File: src/rtl/lct_quality_run3_pipe.sv
// -----------------------------------------------------------------------------
// lct_quality_run3_pipe
//
// Run-3 LCT quality encoder. It sits between the ALCT-CLCT matcher and the MPC
// frame builder. Each LCT channel in a crossing gets a 2-bit quality. The
// quality comes from comparing a hit-count metric against three programmable
// thresholds. The metric is the max (OR mode) or the min (AND mode) of the ALCT
// and CLCT layer counts. The result is registered once, then delayed by
// PIPE_DEPTH more stages, so the fixed latency is 1+PIPE_DEPTH. Each quality
// code has its own saturating event counter, and VME can read the counters
// back.
//
// Ports
//   clock            40 MHz LHC clock
//   global_reset     synchronous, active-high reset
//   lct_vld          per-channel LCT valid strobe
//   alct_found       per-channel ALCT present
//   clct_found       per-channel CLCT present
//   alct_nhit        packed ALCT layer counts, channel 0 in LSBs
//   clct_nhit        packed CLCT layer counts, channel 0 in LSBs
//   thr_q3/q2/q1     minimum metric for Q=3/2/1
//   mode_and         0: metric = max(alct,clct); 1: metric = min
//   cnt_clear        synchronous clear of all counters and saturation flags
//   cnt_sel          quality code whose counter drives cnt_rdata
//   lct_quality      packed quality, channel 0 in LSBs
//   lct_quality_vld  delayed lct_vld, aligned with lct_quality
//   cnt_rdata        registered value of counter[cnt_sel]
//   cnt_sat          per-code sticky saturation flag
// -----------------------------------------------------------------------------
module lct_quality_run3_pipe #(
  parameter int NLCT       = 2,
  parameter int MXHITW     = 3,
  parameter int PIPE_DEPTH = 1,
  parameter int CNTW       = 16
) (
  input  logic                   clock,
  input  logic                   global_reset,
  input  logic [NLCT-1:0]        lct_vld,
  input  logic [NLCT-1:0]        alct_found,
  input  logic [NLCT-1:0]        clct_found,
  input  logic [NLCT*MXHITW-1:0] alct_nhit,
  input  logic [NLCT*MXHITW-1:0] clct_nhit,
  input  logic [MXHITW-1:0]      thr_q3,
  input  logic [MXHITW-1:0]      thr_q2,
  input  logic [MXHITW-1:0]      thr_q1,
  input  logic                   mode_and,
  input  logic                   cnt_clear,
  input  logic [1:0]             cnt_sel,
  output logic [NLCT*2-1:0]      lct_quality,
  output logic [NLCT-1:0]        lct_quality_vld,
  output logic [CNTW-1:0]        cnt_rdata,
  output logic [3:0]             cnt_sat
);

  // Per-clock increment is 0..NLCT, so it needs enough bits to hold NLCT.
  localparam int INCW = $clog2(NLCT + 1);

  // ---------------------------------------------------------------------------
  // Stage 0: combinational quality encode. Thresholds and mode are used only
  // here, so a change affects the next crossing and never data in flight.
  // ---------------------------------------------------------------------------
  logic [NLCT*2-1:0] qual_d;
  logic [NLCT-1:0]   vld_d;
  logic [MXHITW-1:0] a_nhit, c_nhit, metric;

  always_comb begin
    // NOTE: every variable gets a default before any branch, so no path can
    // leave it unassigned and infer a latch.
    qual_d = '0;
    vld_d  = '0;
    a_nhit = '0;
    c_nhit = '0;
    metric = '0;
    for (int ch = 0; ch < NLCT; ch++) begin
      a_nhit = alct_nhit[ch*MXHITW +: MXHITW];
      c_nhit = clct_nhit[ch*MXHITW +: MXHITW];
      if (mode_and) metric = (a_nhit < c_nhit) ? a_nhit : c_nhit;
      else          metric = (a_nhit > c_nhit) ? a_nhit : c_nhit;
      vld_d[ch] = lct_vld[ch];
      // The thresholds are not checked for order. The priority chain is applied
      // exactly as written, so inverted thresholds still resolve top-down.
      if (lct_vld[ch] && alct_found[ch] && clct_found[ch]) begin
        if      (metric >= thr_q3) qual_d[ch*2 +: 2] = 2'd3;
        else if (metric >= thr_q2) qual_d[ch*2 +: 2] = 2'd2;
        else if (metric >= thr_q1) qual_d[ch*2 +: 2] = 2'd1;
        else                       qual_d[ch*2 +: 2] = 2'd0;
      end
    end
  end

  // ---------------------------------------------------------------------------
  // Quality register (index 0) followed by PIPE_DEPTH delay stages.
  // ---------------------------------------------------------------------------
  logic [PIPE_DEPTH:0][NLCT*2-1:0] qual_q;
  logic [PIPE_DEPTH:0][NLCT-1:0]   vld_q;

  always_ff @(posedge clock) begin
    // NOTE: the whole delay line is reset, not only the valid bits. A reset in
    // mid-stream must leave no stale quality values that could reach the output.
    if (global_reset) begin
      qual_q <= '0;
      vld_q  <= '0;
    end else begin
      // NOTE: non-blocking assignments let every stage sample the value its
      // neighbour held before this edge, so the shift order does not matter.
      qual_q[0] <= qual_d;
      vld_q[0]  <= vld_d;
      for (int s = 1; s <= PIPE_DEPTH; s++) begin
        qual_q[s] <= qual_q[s-1];
        vld_q[s]  <= vld_q[s-1];
      end
    end
  end

  assign lct_quality     = qual_q[PIPE_DEPTH];
  assign lct_quality_vld = vld_q[PIPE_DEPTH];

  // ---------------------------------------------------------------------------
  // Per-code event counters, driven from the output stage.
  // ---------------------------------------------------------------------------
  logic [INCW-1:0] inc_d [4];
  logic [CNTW:0]   sum_d [4];
  logic [CNTW-1:0] cnt_d [4];
  logic [3:0]      sat_d;
  logic [CNTW-1:0] cnt_q [4];
  logic [3:0]      sat_q;
  logic [CNTW-1:0] rdata_q;

  always_comb begin
    sat_d = sat_q;
    for (int k = 0; k < 4; k++) begin
      inc_d[k] = '0;
      for (int ch = 0; ch < NLCT; ch++) begin
        if (lct_quality_vld[ch] && (lct_quality[ch*2 +: 2] == 2'(k)))
          inc_d[k] = inc_d[k] + INCW'(1);
      end
      // One guard bit catches overflow. The counter then holds at all-ones
      // and the sticky flag for this code is set.
      sum_d[k] = {1'b0, cnt_q[k]} + (CNTW+1)'(inc_d[k]);
      if (sum_d[k][CNTW]) begin
        cnt_d[k] = '1;
        sat_d[k] = 1'b1;
      end else begin
        cnt_d[k] = sum_d[k][CNTW-1:0];
      end
    end
  end

  always_ff @(posedge clock) begin
    if (global_reset || cnt_clear) begin
      // If a clear arrives in the same cycle as an increment, the clear wins
      // and that cycle's events are dropped.
      for (int k = 0; k < 4; k++) cnt_q[k] <= '0;
      sat_q <= '0;
    end else begin
      for (int k = 0; k < 4; k++) cnt_q[k] <= cnt_d[k];
      sat_q <= sat_d;
    end
  end

  always_ff @(posedge clock) begin
    if (global_reset) rdata_q <= '0;
    else              rdata_q <= cnt_q[cnt_sel];
  end

  assign cnt_rdata = rdata_q;
  assign cnt_sat   = sat_q;

endmodule

File: config.mk
export PLATFORM = sky130hd
export DESIGN_NAME = lct_quality_run3_pipe
export DESIGN_NICKNAME = d
export VERILOG_FILES = /design/src/rtl/lct_quality_run3_pipe.sv
export SDC_FILE = /design/constraint.sdc
export NUM_CORES = 1
export LEC_CHECK = 0
export ABC_AREA = 1
export BUFFER_PORTS_ARGS = -buffer_cell sky130_fd_sc_hd__buf_2
export CAP_MARGIN = 25
export CORE_ASPECT_RATIO = 0.5
export CORE_MARGIN = 3
export CORE_UTILIZATION = 60
export DETAILED_ROUTE_END_ITERATION = 10
export PLACE_DENSITY = 0.92
export SLEW_MARGIN = 10
export SYNTH_ARGS = -nofsm -noshare
export SYNTH_HDL_FRONTEND = slang
export SYNTH_SLANG_ARGS = --single-unit
File: constraint.sdc
create_clock -name clock -period 5.7 [get_ports clock]
set_input_delay 0.285 -clock clock [delete_from_list [all_inputs] [get_ports clock]]
set_output_delay 0.285 -clock clock [all_outputs]
set_load 0.01 [all_outputs]
Word level (Yosys, flattened, before mapping)
Memories as Yosys holds them, arrays and structs flattened. A register that Yosys moved wholly into a read port is not among the register bits.
Cells that the tools add are included.
W data, S select, Z words.
{"block": "totals", "inputBits": 33, "n_memories": 1, "output_inout_bits": 26, "word_cells": 88, "ramBits": 64, "reg_bits": 16}
{"name": "cnt_q", "words": 4, "width": 16, "read_ports": 5, "rd_ports_with_merged_regs": 1, "write_ports": 4, "line": "125", "source": "logic [CNTW-1:0] cnt_q [4];"}
{"block": "classes", "n_mux": 31, "eq_ne": 6, "n_lt_le_gt_ge": 10, "bitwise": 6, "n_reduce_logical": 17, "n_addsub": 8}
{"op": "$mux W16", "count": 8}
{"op": "$add A16 B2 Y17", "count": 4}
{"op": "$ge A3 B3 Y1", "count": 6}
{"op": "$mux W3", "count": 6}
{"op": "$mux W2", "count": 8}
{"op": "$logic_and A1 B1 Y1", "count": 12}
{"op": "$mux W1", "count": 9}
{"op": "$add A2 B1 Y2 const B", "count": 4}
{"op": "$eq A2 B2 Y1 const B", "count": 4}
{"op": "$gt A3 B3 Y1", "count": 2}
{"op": "$lt A3 B3 Y1", "count": 2}
{"op": "$eq A2 B1 Y1 const B", "count": 2}
{"op": "$logic_not A2 Y1", "count": 2}
{"op": "$or A1 B1 Y1", "count": 4}
{"op": "$reduce_or A2 Y1", "count": 2}
{"op": "$not A1 Y1", "count": 2}
{"op": "$logic_or A1 B1 Y1", "count": 1}

Depth between registers and ports, before layout
Gate-level depths: netlist (run 1).
{"block": "logic_depth", "depth_word": 8, "depth_mapped": 16, "ltp_nobuf": 16}

Worst setup path after synthesis (run 1)
OpenSTA, ideal clock, no wires.
{"block": "synth_timing", "kind": "register -> register", "from": "register qual_q (netlist bit lct_quality[1])", "to": "memory cnt_q[3][14]", "path_slack_ps": 3372, "setup_ps": 110, "path_stages_with_launch": 15, "t_arrival_ps": 2218, "period_less_slack_ps": 2328, "n_path_buf": 0, "required_time_ps": 5590, "path_cell_list": "dfxtp_1 -> inv_1 -> nor3_1 -> ha_1 -> ha_1 -> inv_1 -> fa_1 -> nor3_4 -> nand4_2 -> nor2_4 -> nand4_4 -> inv_1 -> nand3_1 -> nand3_1 -> inv_1"}
{"item": "start, declared", "line": "94", "source": "logic [PIPE_DEPTH:0][NLCT*2-1:0] qual_q;"}
{"item": "start signal, assigned by index", "line": "109", "source": "qual_q[s] <= qual_q[s-1];"}
{"item": "end, declared", "line": "125"}

==> results of run 1 <==
[worst paths after layout]
path / start / end / slack, ns / depth (start not counted)
setup / recovery: lct_quality[1] / cnt_q[3][13] / 2.96 / 13
hold / removal: lct_vld[0] / vld_q[0] / 0.16 / 3
setup reg to reg: lct_quality[1] / cnt_q[3][13] / 2.96 / 13
hold reg to reg: vld_q[0] / lct_quality_vld[0] / 0.40 / 2
[cells in the final DEF, fill, tap and decap left out, types with 3 or more instances in the layout]
| cell type | Yosys | layout |
|---|---|---|
| a211oi_1 | 5 | 5 |
| a21oi_1 | 82 | 82 |
| a221oi_1 | 4 | 4 |
| a31oi_1 | 7 | 7 |
| buf_2 | 3 | 58 |
| clkbuf_16 | 0 | 9 |
| dfxtp_1 | 96 | 96 |
| fa_1 | 4 | 4 |
| ha_1 | 30 | 30 |
| inv_1 | 131 | 131 |
| inv_2 | 10 | 10 |
| inv_6 | 0 | 3 |
| nand2_1 | 93 | 93 |
| nand2_2 | 14 | 14 |
| nand3_1 | 57 | 57 |
| nand3_2 | 3 | 3 |
| nand4_1 | 5 | 5 |
| nor2_1 | 45 | 45 |
| nor2_2 | 8 | 8 |
| nor2_4 | 11 | 11 |
| nor3_1 | 12 | 12 |
| nor3_2 | 4 | 4 |
| o211ai_1 | 3 | 3 |
| o21ai_0 | 39 | 39 |
| o21ai_1 | 15 | 15 |
| xnor2_1 | 7 | 7 |
| xor2_1 | 13 | 13 |
[worst max-delay path: stages (launching register included)]
cell and delay [ns]:
dfxtp_1 0.38, inv_1 0.08, nor3_1 0.18, ha_1 0.16
ha_1 0.16, inv_1 0.06, fa_1 0.44, nor3_4 0.29
nand4_2 0.20, inv_1 0.13, nand4_2 0.27, nand3_1 0.22
nand2_1 0.07, inv_1 0.06
[logic make-up (layout without fill, tap and decap cells)]
| kind of cell | count (synthesis) | after routing | share of synthesized area |
|---|---|---|---|
| multiplexers | 2 | 2 | 0.00366 |
| buffers and inverters | 170 | 216 | 0.125 |
| adder cells (fa/ha/maj) | 34 | 34 | 0.0832 |
| AND/OR/NAND/NOR | 258 | 258 | 0.238 |
| flip-flops | 96 | 96 | 0.351 |
| AO/OA/AOI/OAI | 166 | 166 | 0.167 |
| XOR/XNOR | 20 | 20 | 0.0320 |
[state kept, by name (all words and copies together) (netlist names)]
signal,cells
cnt_rdata,16
vld_q,2
cnt_sat,4
qual_q,4
lct_quality_vld,2
cnt_q,64
lct_quality,4
[cell type report]
cell class,instances,area [um2]
Clock buffer,9,225
Clock inverter,7,101
Fill cell,630,2350
Inverter,141,529
Multi-Input combinational cell,480,2870
Sequential cell,96,1920
Tap cell,112,140
Timing Repair Buffer,59,298
[metrics by stage]
stage	setup slack [ns]	cells
final	2.96	904
after floorplan	3.37	746
after detailed placement	3.07	888
after CTS	2.98	904
after global routing	2.71	904
after global placement	3.19	888
[power groups by stage]
stage | clock network, mW | registers [mW] | logic, mW
finish | 0.666 | 0.681 | 0.145
global route | 0.696 | 0.682 | 0.164
CTS | 0.666 | 0.682 | 0.143
detailed placement | 0 | 0.697 | 0.142
global placement | 0 | 0.697 | 0.137
floorplan | 0 | 0.700 | 0.0978
[routing by layer]
metal | share of wire | global-route usage | vias up
li1 | - | - | 2499
met1 | 0.42 | 0.310 | 2393
met2 | 0.47 | 0.461 | 218
met3 | 0.085 | 0.0754 | 36
met4 | 0.020 | 0.0859 | 0
met5 | 0 | 0 | -
==> flow_metrics.env, run 1 <==
export IMPL_run_status="finished clean"
export IMPL_finalClockSkew_ns=0.0108
export IMPL_wl_per_cell_um=14.4
export IMPL_num_vias=5146
export IMPL_synth_area_um2=5480
export IMPL_track_usage=0.261
export IMPL_diodes=0
export IMPL_ys_flop_type="dfxtp_1"
export IMPL_syn_num_nets=813
export IMPL_overflow=0
export IMPL_cts_setup_buffers=0
export IMPL_rsz0062_at_grt="no"
export IMPL_hold_viol=0
export IMPL_final_antenna_net_count=0
export IMPL_clkTransAtPathRegs_ns=0.07
export IMPL_post_route_drc_count=0
export IMPL_avgSynthCellArea_um2=7.34
export IMPL_ir_drop_mv=0.156
export IMPL_fin_nets=854
export IMPL_timing_final_crit_share=0.481
export IMPL_synth_top_area_frac=0.351
export IMPL_final_util=0.721
export IMPL_grt_pass1_vias=4871
export IMPL_yosysSeqAreaShare=0.351
export IMPL_internal_power_mw=1.12
export IMPL_clock_latency_ns=0.36
export IMPL_fp_dieW_um=141
export IMPL_fin_area_um2=6080
export IMPL_fmax_mhz=365
export IMPL_synth_seq_cells=96
export IMPL_die_y_um=73.6
export IMPL_die_area_um2=10400
export IMPL_initial_core_util=0.649
export IMPL_drive_above_1_share=0.169
export IMPL_p_sw_uw=372
export IMPL_cts_resized=0
export IMPL_p_per_area_nw_per_um2=245
export IMPL_cp_arrival_ns=3.05
export IMPL_cts_sinks=96
export IMPL_cts_buffer_depth=2
export IMPL_postPlaceCellArea_um2=5760
export IMPL_switching_share=0.249
export IMPL_fp_coreArea_um2=8430
export IMPL_async_reset_ff_frac=0
export IMPL_grt_pass1_wl_um=22000
export IMPL_antenna_found_initial=0
export IMPL_io_buffers=58
export IMPL_netlist_top_cells_count="inv_1 (131), dfxtp_1 (96), nand2_1 (93), a21oi_1 (82), nand3_1 (57)"
export IMPL_layout_min_cycle_time_ns=2.74
export IMPL_tightest_slew_ns=0.868
export IMPL_slew_headroom=0.421
export IMPL_htree_levels=3
export IMPL_power_mw=1.49
export IMPL_p_leak_nw=2.78
export IMPL_syn2layout_area_growth_pct=11.1
export IMPL_totalWireLength_um=13000
export IMPL_cts_tree="yes"
export IMPL_io_pins=59
export IMPL_synth_edf_count=0
export IMPL_yosysTopAreaCell="dfxtp_1"
export IMPL_tns_ns=0
export IMPL_drv_slew=0
export IMPL_fp_row_count=23
export IMPL_cp_max_fo=9
export IMPL_grt_start_max_net_pins=47
export IMPL_ys_top_cells_by_area="dfxtp_1 (35%), inv_1 (9.0%), a21oi_1 (7.5%)"
export IMPL_yosys_warnings=0
export IMPL_finalSetupViolations=0
export IMPL_start_kind="flop"
export IMPL_vias_per_cell=5.69
export IMPL_pwr_share_seq=0.457
export IMPL_pwr_share_comb=0.097
export IMPL_dr_first_iter_drc_count=555
export IMPL_root_buffer="clkbuf_16"
export IMPL_firstDrtPassIters=5
export IMPL_synth_cells=746
export IMPL_synth_most_common_cell="inv_1"
export IMPL_clkPwrFrac=0.446
export IMPL_cp_end_kind="flop"
export IMPL_hold_ws_ns=0.156
export IMPL_cts_buffers=9
export IMPL_ys_types=42
export IMPL_critical_path_class="reg -> reg"
export IMPL_gp_congestion=0.893
export IMPL_required_ns=6.01
export IMPL_post_dp_hpwl_um=9050
export IMPL_ctsHoldBuffers=0
export IMPL_cap_violations=0
export IMPL_min_path_type="in -> reg"
Power figures use the tool's default switching activity.
==> run 2: changes to the inputs <==
--- a/config.mk
+++ b/config.mk
@@ -10,9 +10,9 @@
 export CAP_MARGIN = 25
 export CORE_ASPECT_RATIO = 0.5
 export CORE_MARGIN = 3
-export CORE_UTILIZATION = 60
+export CORE_UTILIZATION = 54
 export DETAILED_ROUTE_END_ITERATION = 10
-export PLACE_DENSITY = 0.92
+export PLACE_DENSITY = 0.88
 export SLEW_MARGIN = 10
 export SYNTH_ARGS = -nofsm -noshare
 export SYNTH_HDL_FRONTEND = slang
==> constraint.sdc (replaced) <==
create_clock -name clock -period 2.25 [get_ports clock]
set_input_delay 0.1125 -clock clock [delete_from_list [all_inputs] [get_ports clock]]
set_output_delay 0.1125 -clock clock [all_outputs]
set_load 0.01 [all_outputs]
==> run 2 against run 1 <==
Final cell count increased by 9.2%. Critical path type unchanged. Routed wire length increased by 45%. Critical endpoint is now cnt_q[0][4]. The run now ends with negative setup slack left. Critical path depth increased by 1. Die area increased by 10%. Clock skew increased by 0.0015 ns. Sequential share of layout area decreased by 4.4 points.
==> flow_metrics.env, run 2 (same netlist as run 1, synthesis figures left out) <==
export IMPL_run_status="complete, but fails checks"
export IMPL_violations="negative setup slack"
export IMPL_post_dp_hpwl_um=9350
export IMPL_clock_latency_ns=0.36
export IMPL_fillers=569
export IMPL_cap_violations=0
export IMPL_grt_start_max_net_pins=47
export IMPL_rsz0062_at_grt="yes"
export IMPL_fmax_mhz=365
export IMPL_die_y_um=77.2
export IMPL_tns_ns=-22.71
export IMPL_gp_congestion=0.921
export IMPL_fp_row_count=25
export IMPL_crit_chain="buf_4, nor3_4, ha_1, ha_2, inv_2, fa_2, inv_2, nand3_4, nor2_4, nand3_2, nor2_4, buf_6, nand2_4, a31oi_1"
export IMPL_cts_tree="yes"
export IMPL_rr_worst_depth=14
export IMPL_p_per_area_nw_per_um2=529
export IMPL_post_route_drc_count=0
export IMPL_grt_pass1_wl_um=24300
export IMPL_fin_nets=914
export IMPL_crit_family="adder cells"
export IMPL_hold_ws_ns=0.0409
export IMPL_firstDrtPassIters=9
export IMPL_cp_slowest_stage_delay_ns=0.38
export IMPL_hold_start="clct_found[1]"
export IMPL_layout_common_cells="inv_1 (114), dfxtp_1 (90), nand2_1 (89)"
export IMPL_start_kind="flop"
export IMPL_totalWireLength_um=18800
export IMPL_seq_area_um2=1930
export IMPL_slew_headroom=0.166
export IMPL_cp_max_fo=7
export IMPL_fp_coreArea_um2=9670
export IMPL_fp_dieW_um=148
export IMPL_diodes=0
export IMPL_ir_drop_mv=0.324
export IMPL_vias_per_cell=6.15
export IMPL_io_pins=59
export IMPL_finalClockSkew_ns=0.0123
export IMPL_multi_input_area_um2=3400
export IMPL_cp_arrival_ns=3.01
export IMPL_fin_ws_ns=-0.487
export IMPL_cp_end_kind="flop"
export IMPL_holdPathStages=3
export IMPL_largest_reg_flops=64
export IMPL_overflow=0
export IMPL_clkTransAtPathRegs_ns=0.07
export IMPL_p_leak_nw=3.21
export IMPL_grt_pass1_vias=5267
export IMPL_drive_above_1_share=0.339
export IMPL_syn2layout_area_growth_pct=29.7
export IMPL_rr_startpoint="lct_quality[3]"
export IMPL_drv_slew=0
export IMPL_critPathBufInv=4
export IMPL_final_common_cell="inv_1"
export IMPL_critical_path_class="reg -> reg"
export IMPL_tightest_slew_ns=1.25
export IMPL_wl_per_cell_um=19.1
export IMPL_finalSetupViolations=68
export IMPL_cts_buffers=9
export IMPL_timing_final_crit_share=1.22
export IMPL_die_area_um2=11500
export IMPL_htree_levels=3
export IMPL_initial_core_util=0.566
export IMPL_reg2reg_slack_ns=-0.49
export IMPL_num_vias=6071
export IMPL_dr_first_iter_drc_count=1002
export IMPL_timing_rr_end="cnt_q[0][4]"
export IMPL_antenna_found_initial=0
export IMPL_io_buffers=58
export IMPL_required_ns=2.52
export IMPL_top_register="cnt_q"
export IMPL_track_usage=0.263
export IMPL_place_ws_ns=-0.361
export IMPL_power_mw=3.75
export IMPL_final_antenna_net_count=0
export IMPL_min_to="qual_q[3]"
export IMPL_min_path_type="in -> reg"
export IMPL_slowest_stage="dfxtp_4"
export IMPL_cts_buffer_depth=2
export IMPL_startpoint="lct_quality[3]"
export IMPL_cts_sinks=96
export IMPL_hold_viol=0
export IMPL_root_buffer="clkbuf_16"
export IMPL_layout_min_cycle_time_ns=2.74
run 2: cell types whose count changed in the layout (fill, tap and decap cells not counted), moves of 7 or more:
cell,before,now
nor2_4,11,18
a21oi_2,2,23
nor3_1,12,3
nand3_2,3,16
buf_6,0,8
a21oi_1,82,61
inv_2,10,21
buf_4,1,47
inv_1,131,114
nand3_1,57,41
run 2: worst register-to-register path: stages, from the launching register on:
cell     delay [ns]
dfxtp_4        0.38
buf_4          0.13
nor3_4         0.04
ha_1           0.28
ha_2           0.18
inv_2          0.05
fa_2           0.38
inv_2          0.11
nand3_4        0.10
nor2_4         0.16
nand3_2        0.12
nor2_4         0.23
buf_6          0.18
nand2_4        0.12
a31oi_1        0.21
run 2: timing repair:
action | 4_1_cts | 5_1_grt
buffers inserted | 18 | 8
setup endpoints to repair | 68 | 68
resized for setup | 67 | 70
pin swaps | 27 | 39
cloned | 3 | 1
hold endpoints to repair | 2 | 0
hold buffers | 2 | 0
run 2: area by class of cell:
class,count,share of cell area
Multi-Input combinational cell,484,0.479
Clock buffer,10,0.0322
Sequential cell,96,0.272
Tap cell,135,0.0238
Timing Repair Buffer,115,0.106
Inverter,141,0.0770
Clock inverter,6,0.00969
run 2: through the flow:
step | cell area (um2) | util | std cells
finish | 7100 | 0.735 | 987
global route | 7100 | 0.735 | 987
CTS | 6700 | 0.693 | 978
detailed placement | 6030 | 0.624 | 941
global placement | 6030 | 0.624 | 941
floorplan | 5490 | - | 746
run 2: how the worst max path moves through the flow:
stage | endpoint | slack (ns) | cells past startpoint
floorplan | cnt_q[3][14] | -0.01 | 14
global placement | cnt_q[1][15] | -0.23 | 15
detailed placement | cnt_q[1][11] | -0.36 | 15
CTS | cnt_q[3][0] | -0.24 | 13
global route | cnt_q[1][14] | -0.56 | 16
finish | cnt_q[0][4] | -0.49 | 14
run 2: metal layers:
layer  global-route usage  up-vias  wire length [um]
li1                     -     2623                 -
met1                0.312     2754              6710
met2                0.456      530              8530
met3               0.0697      164              2150
met4                0.101        0              1440
met5                    0        -                 0
run 2: power by group:
group          total [mW]  leakage (nW)  switching [mW]  internal, mW
clock network        1.59         0.143           0.724         0.869
logic               0.433          2.29           0.267         0.166
registers            1.73         0.780         0.00964          1.72
total                3.75          3.21            1.00          2.75
==> run 3: changes to the inputs <==
--- a/config.mk
+++ b/config.mk
@@ -5,14 +5,13 @@
 export SDC_FILE = /design/constraint.sdc
 export NUM_CORES = 1
 export LEC_CHECK = 0
-export ABC_AREA = 1
 export BUFFER_PORTS_ARGS = -buffer_cell sky130_fd_sc_hd__buf_2
 export CAP_MARGIN = 25
 export CORE_ASPECT_RATIO = 0.5
 export CORE_MARGIN = 3
-export CORE_UTILIZATION = 54
+export CORE_UTILIZATION = 53
 export DETAILED_ROUTE_END_ITERATION = 10
-export PLACE_DENSITY = 0.88
+export PLACE_DENSITY = 0.87
 export SLEW_MARGIN = 10
 export SYNTH_ARGS = -nofsm -noshare
 export SYNTH_HDL_FRONTEND = slang
==> run 3 against run 2 <==
The run still ends with negative setup slack left. Fmax is 3.7% higher. Critical endpoint is now cnt_q[2][8]. Critical path type unchanged. Die area fell by 6.1%. Register-to-register slack gained 0.099 ns. Synthesized cell count decreased by 29%.
==> flow_metrics.env, run 3 <==
export IMPL_run_status="complete, but fails checks"
export IMPL_violations="negative setup slack"
export IMPL_cts_buffers=9
export IMPL_p_sw_uw=834
export IMPL_cts_buffer_depth=2
export IMPL_synth_seq_cells=96
export IMPL_cts_sinks=96
export IMPL_firstDrtPassIters=5
export IMPL_initial_core_util=0.562
export IMPL_startpoint="lct_quality[0]"
export IMPL_drive_above_1_share=0.403
export IMPL_pwr_share_comb=0.085
export IMPL_wl_per_cell_um=21.1
export IMPL_die_y_um=74.9
export IMPL_diodes=0
export IMPL_slew_headroom=0.530
export IMPL_root_buffer="clkbuf_16"
export IMPL_htree_levels=3
export IMPL_ys_top_cells_by_area="dfxtp_1 (38%), ha_1 (7.5%), mux4_2 (6.3%)"
export IMPL_track_usage=0.260
export IMPL_antenna_found_initial=0
export IMPL_post_route_drc_count=0
export IMPL_avgSynthCellArea_um2=9.47
export IMPL_netlist_top_cells_count="dfxtp_1 (96), a21oi_1 (60), inv_1 (43), ha_1 (30), nor2b_1 (29)"
export IMPL_cp_max_fo=5
export IMPL_io_buffers=58
export IMPL_ys_flop_type="dfxtp_1"
export IMPL_crit_chain="and3b_1, ha_1, ha_2, inv_2, fa_2, nand3b_1, nor2_4, buf_4, buf_6, buf_6, buf_6, o21ai_1, a31oi_1"
export IMPL_num_vias=4787
export IMPL_synth_top_area_frac=0.382
export IMPL_cp_arrival_ns=2.91
export IMPL_cts_tree="yes"
export IMPL_crit_end="cnt_q[2][8]"
export IMPL_syn2layout_area_growth_pct=31.4
export IMPL_final_antenna_net_count=0
export IMPL_fin_nets=697
export IMPL_place_ws_ns=-0.285
export IMPL_synth_most_common_cell="dfxtp_1"
export IMPL_clkPwrFrac=0.450
export IMPL_drv_slew=0
export IMPL_layout_min_cycle_time_ns=2.64
export IMPL_rr_startpoint="lct_quality[0]"
export IMPL_fmax_mhz=379
export IMPL_ir_drop_mv=0.404
export IMPL_yosysTopAreaCell="dfxtp_1"
export IMPL_critPathBufInv=5
export IMPL_cap_violations=0
export IMPL_internal_power_mw=2.85
export IMPL_final_util=0.739
export IMPL_p_leak_nw=2.52
export IMPL_yosysSeqAreaShare=0.382
export IMPL_tightest_slew_ns=0.705
export IMPL_rsz0062_at_grt="yes"
export IMPL_clock_latency_ns=0.36
export IMPL_cp_slowest_stage_delay_ns=0.37
export IMPL_path_depth=13
export IMPL_post_dp_hpwl_um=8540
export IMPL_final_common_cell="dfxtp_1"
export IMPL_fillers=514
export IMPL_fp_row_count=24
export IMPL_vias_per_cell=6.37
export IMPL_hold_viol=0
export IMPL_p_per_area_nw_per_um2=557
export IMPL_power_mw=3.68
export IMPL_grt_start_max_net_pins=42
export IMPL_syn_num_nets=598
export IMPL_reg2reg_slack_ns=-0.39
export IMPL_synth_area_um2=5030
export IMPL_fp_dieW_um=144
export IMPL_timing_final_crit_share=1.17
export IMPL_grt_pass1_wl_um=21800
export IMPL_cpMostUsedCell="buf_6"
export IMPL_totalWireLength_um=15900
export IMPL_overflow=0
export IMPL_finalClockSkew_ns=0.00780
export IMPL_timing_rr_end="cnt_q[2][8]"
export IMPL_ys_types=55
export IMPL_async_reset_ff_frac=0
export IMPL_required_ns=2.52
export IMPL_start_kind="flop"
export IMPL_largest_reg_flops=64
export IMPL_finalSetupViolations=65
export IMPL_layout_common_cells="dfxtp_1 (90), buf_2 (58), a21oi_2 (41)"
export IMPL_dr_first_iter_drc_count=640
export IMPL_pwr_share_seq=0.465
export IMPL_clkTransAtPathRegs_ns=0.07
export IMPL_switching_share=0.227
export IMPL_fin_ws_ns=-0.389
export IMPL_rr_worst_depth=13
export IMPL_tns_ns=-13.76
export IMPL_hold_ws_ns=0.0423
export IMPL_synth_cells=531
export IMPL_die_area_um2=10800
export IMPL_yosys_warnings=0
export IMPL_grt_pass1_vias=4497
export IMPL_critical_path_class="reg -> reg"
export IMPL_min_path_type="in -> reg"
export IMPL_fp_coreArea_um2=8950
export IMPL_top_register="cnt_q"
export IMPL_io_pins=59
export IMPL_synth_edf_count=0
export IMPL_gp_congestion=0.906
export IMPL_cp_end_kind="flop"
export IMPL_crit_family="adder cells"
export IMPL_slowest_stage="dfxtp_4"
==> run 3: changes by cell type in the layout (fill, tap and decap cells not counted), moves of 21 or more <==
cell / delta
nand2_1: -69
o21ai_0: -28
nor2b_1: +29
a21oi_1: -38
nand3_1: -21
nor2_1: -24
inv_1: -75
==> run 3: per-layer routing <==
layer | wire, um | vias to the layer above | track usage
li1 | - | 2076 | -
met1 | 5910 | 2260 | 0.296
met2 | 7520 | 375 | 0.458
met3 | 1730 | 76 | 0.0793
met4 | 706 | 0 | 0.126
met5 | 0 | - | 0
==> run 3: how the worst min path moves through the flow <==
stage / start / end / slack (ns) / cells past startpoint
global route: lct_vld[0] / vld_q[0] / 0.05 / 2
detailed placement: lct_vld[0] / vld_q[0] / 0.40 / 2
global placement: alct_found[1] / qual_q[3] / 0.40 / 3
CTS: lct_vld[0] / vld_q[0] / 0.04 / 2
floorplan: global_reset / cnt_rdata[15] / 0.18 / 1
finish: lct_vld[0] / vld_q[0] / 0.04 / 2
==> run 3: per-stage QoR <==
stage / std cells / area [um2]
after global routing: 752 / 6610
after detailed placement: 713 / 5690
after global placement: 713 / 5690
after floorplan: 531 / 5170
after CTS: 741 / 6230
final: 752 / 6610
==> run 3: cell type report <==
cell class,count,area [um2],share of cell area
multi-input combinational,368,3250,0.491
inverter,43,161,0.0244
clock buffer,13,250,0.0379
timing repair buffer,112,802,0.121
clock inverter,3,65.1,0.00984
tap,117,146,0.0222
sequential,96,1940,0.293
==> run 3: cells by family (layout without fill, tap and decap cells) <==
logic type | after synthesis | in the layout | synth area share
simple gates | 162 | 164 | 0.181
compound gates | 112 | 112 | 0.132
flops | 96 | 96 | 0.382
buf+inv | 69 | 171 | 0.0669
xor+xnor | 39 | 39 | 0.0679
fa+ha+maj | 34 | 34 | 0.0906
mux | 19 | 19 | 0.0794
==> run 3: power groups by stage <==
stage / Combinational (mW) / Clock, mW / Sequential, mW
6_report: 0.313 / 1.66 / 1.71
3_5_place_dp: 0.292 / 0 / 1.75
4_1_cts: 0.296 / 1.64 / 1.71
2_1_floorplan: 0.198 / 0 / 1.75
3_3_place_gp: 0.276 / 0 / 1.75
5_1_grt: 0.350 / 1.72 / 1.71
==> run 3: repair_timing <==
| action | 4_1_cts | 5_1_grt |
|---|---|---|
| hold buffers | 0 | 0 |
| pin swaps | 19 | 28 |
| gates cloned | 2 | 2 |
| gates resized for setup | 40 | 61 |
| buffers inserted | 10 | 10 |
| setup endpoints to repair | 65 | 68 |
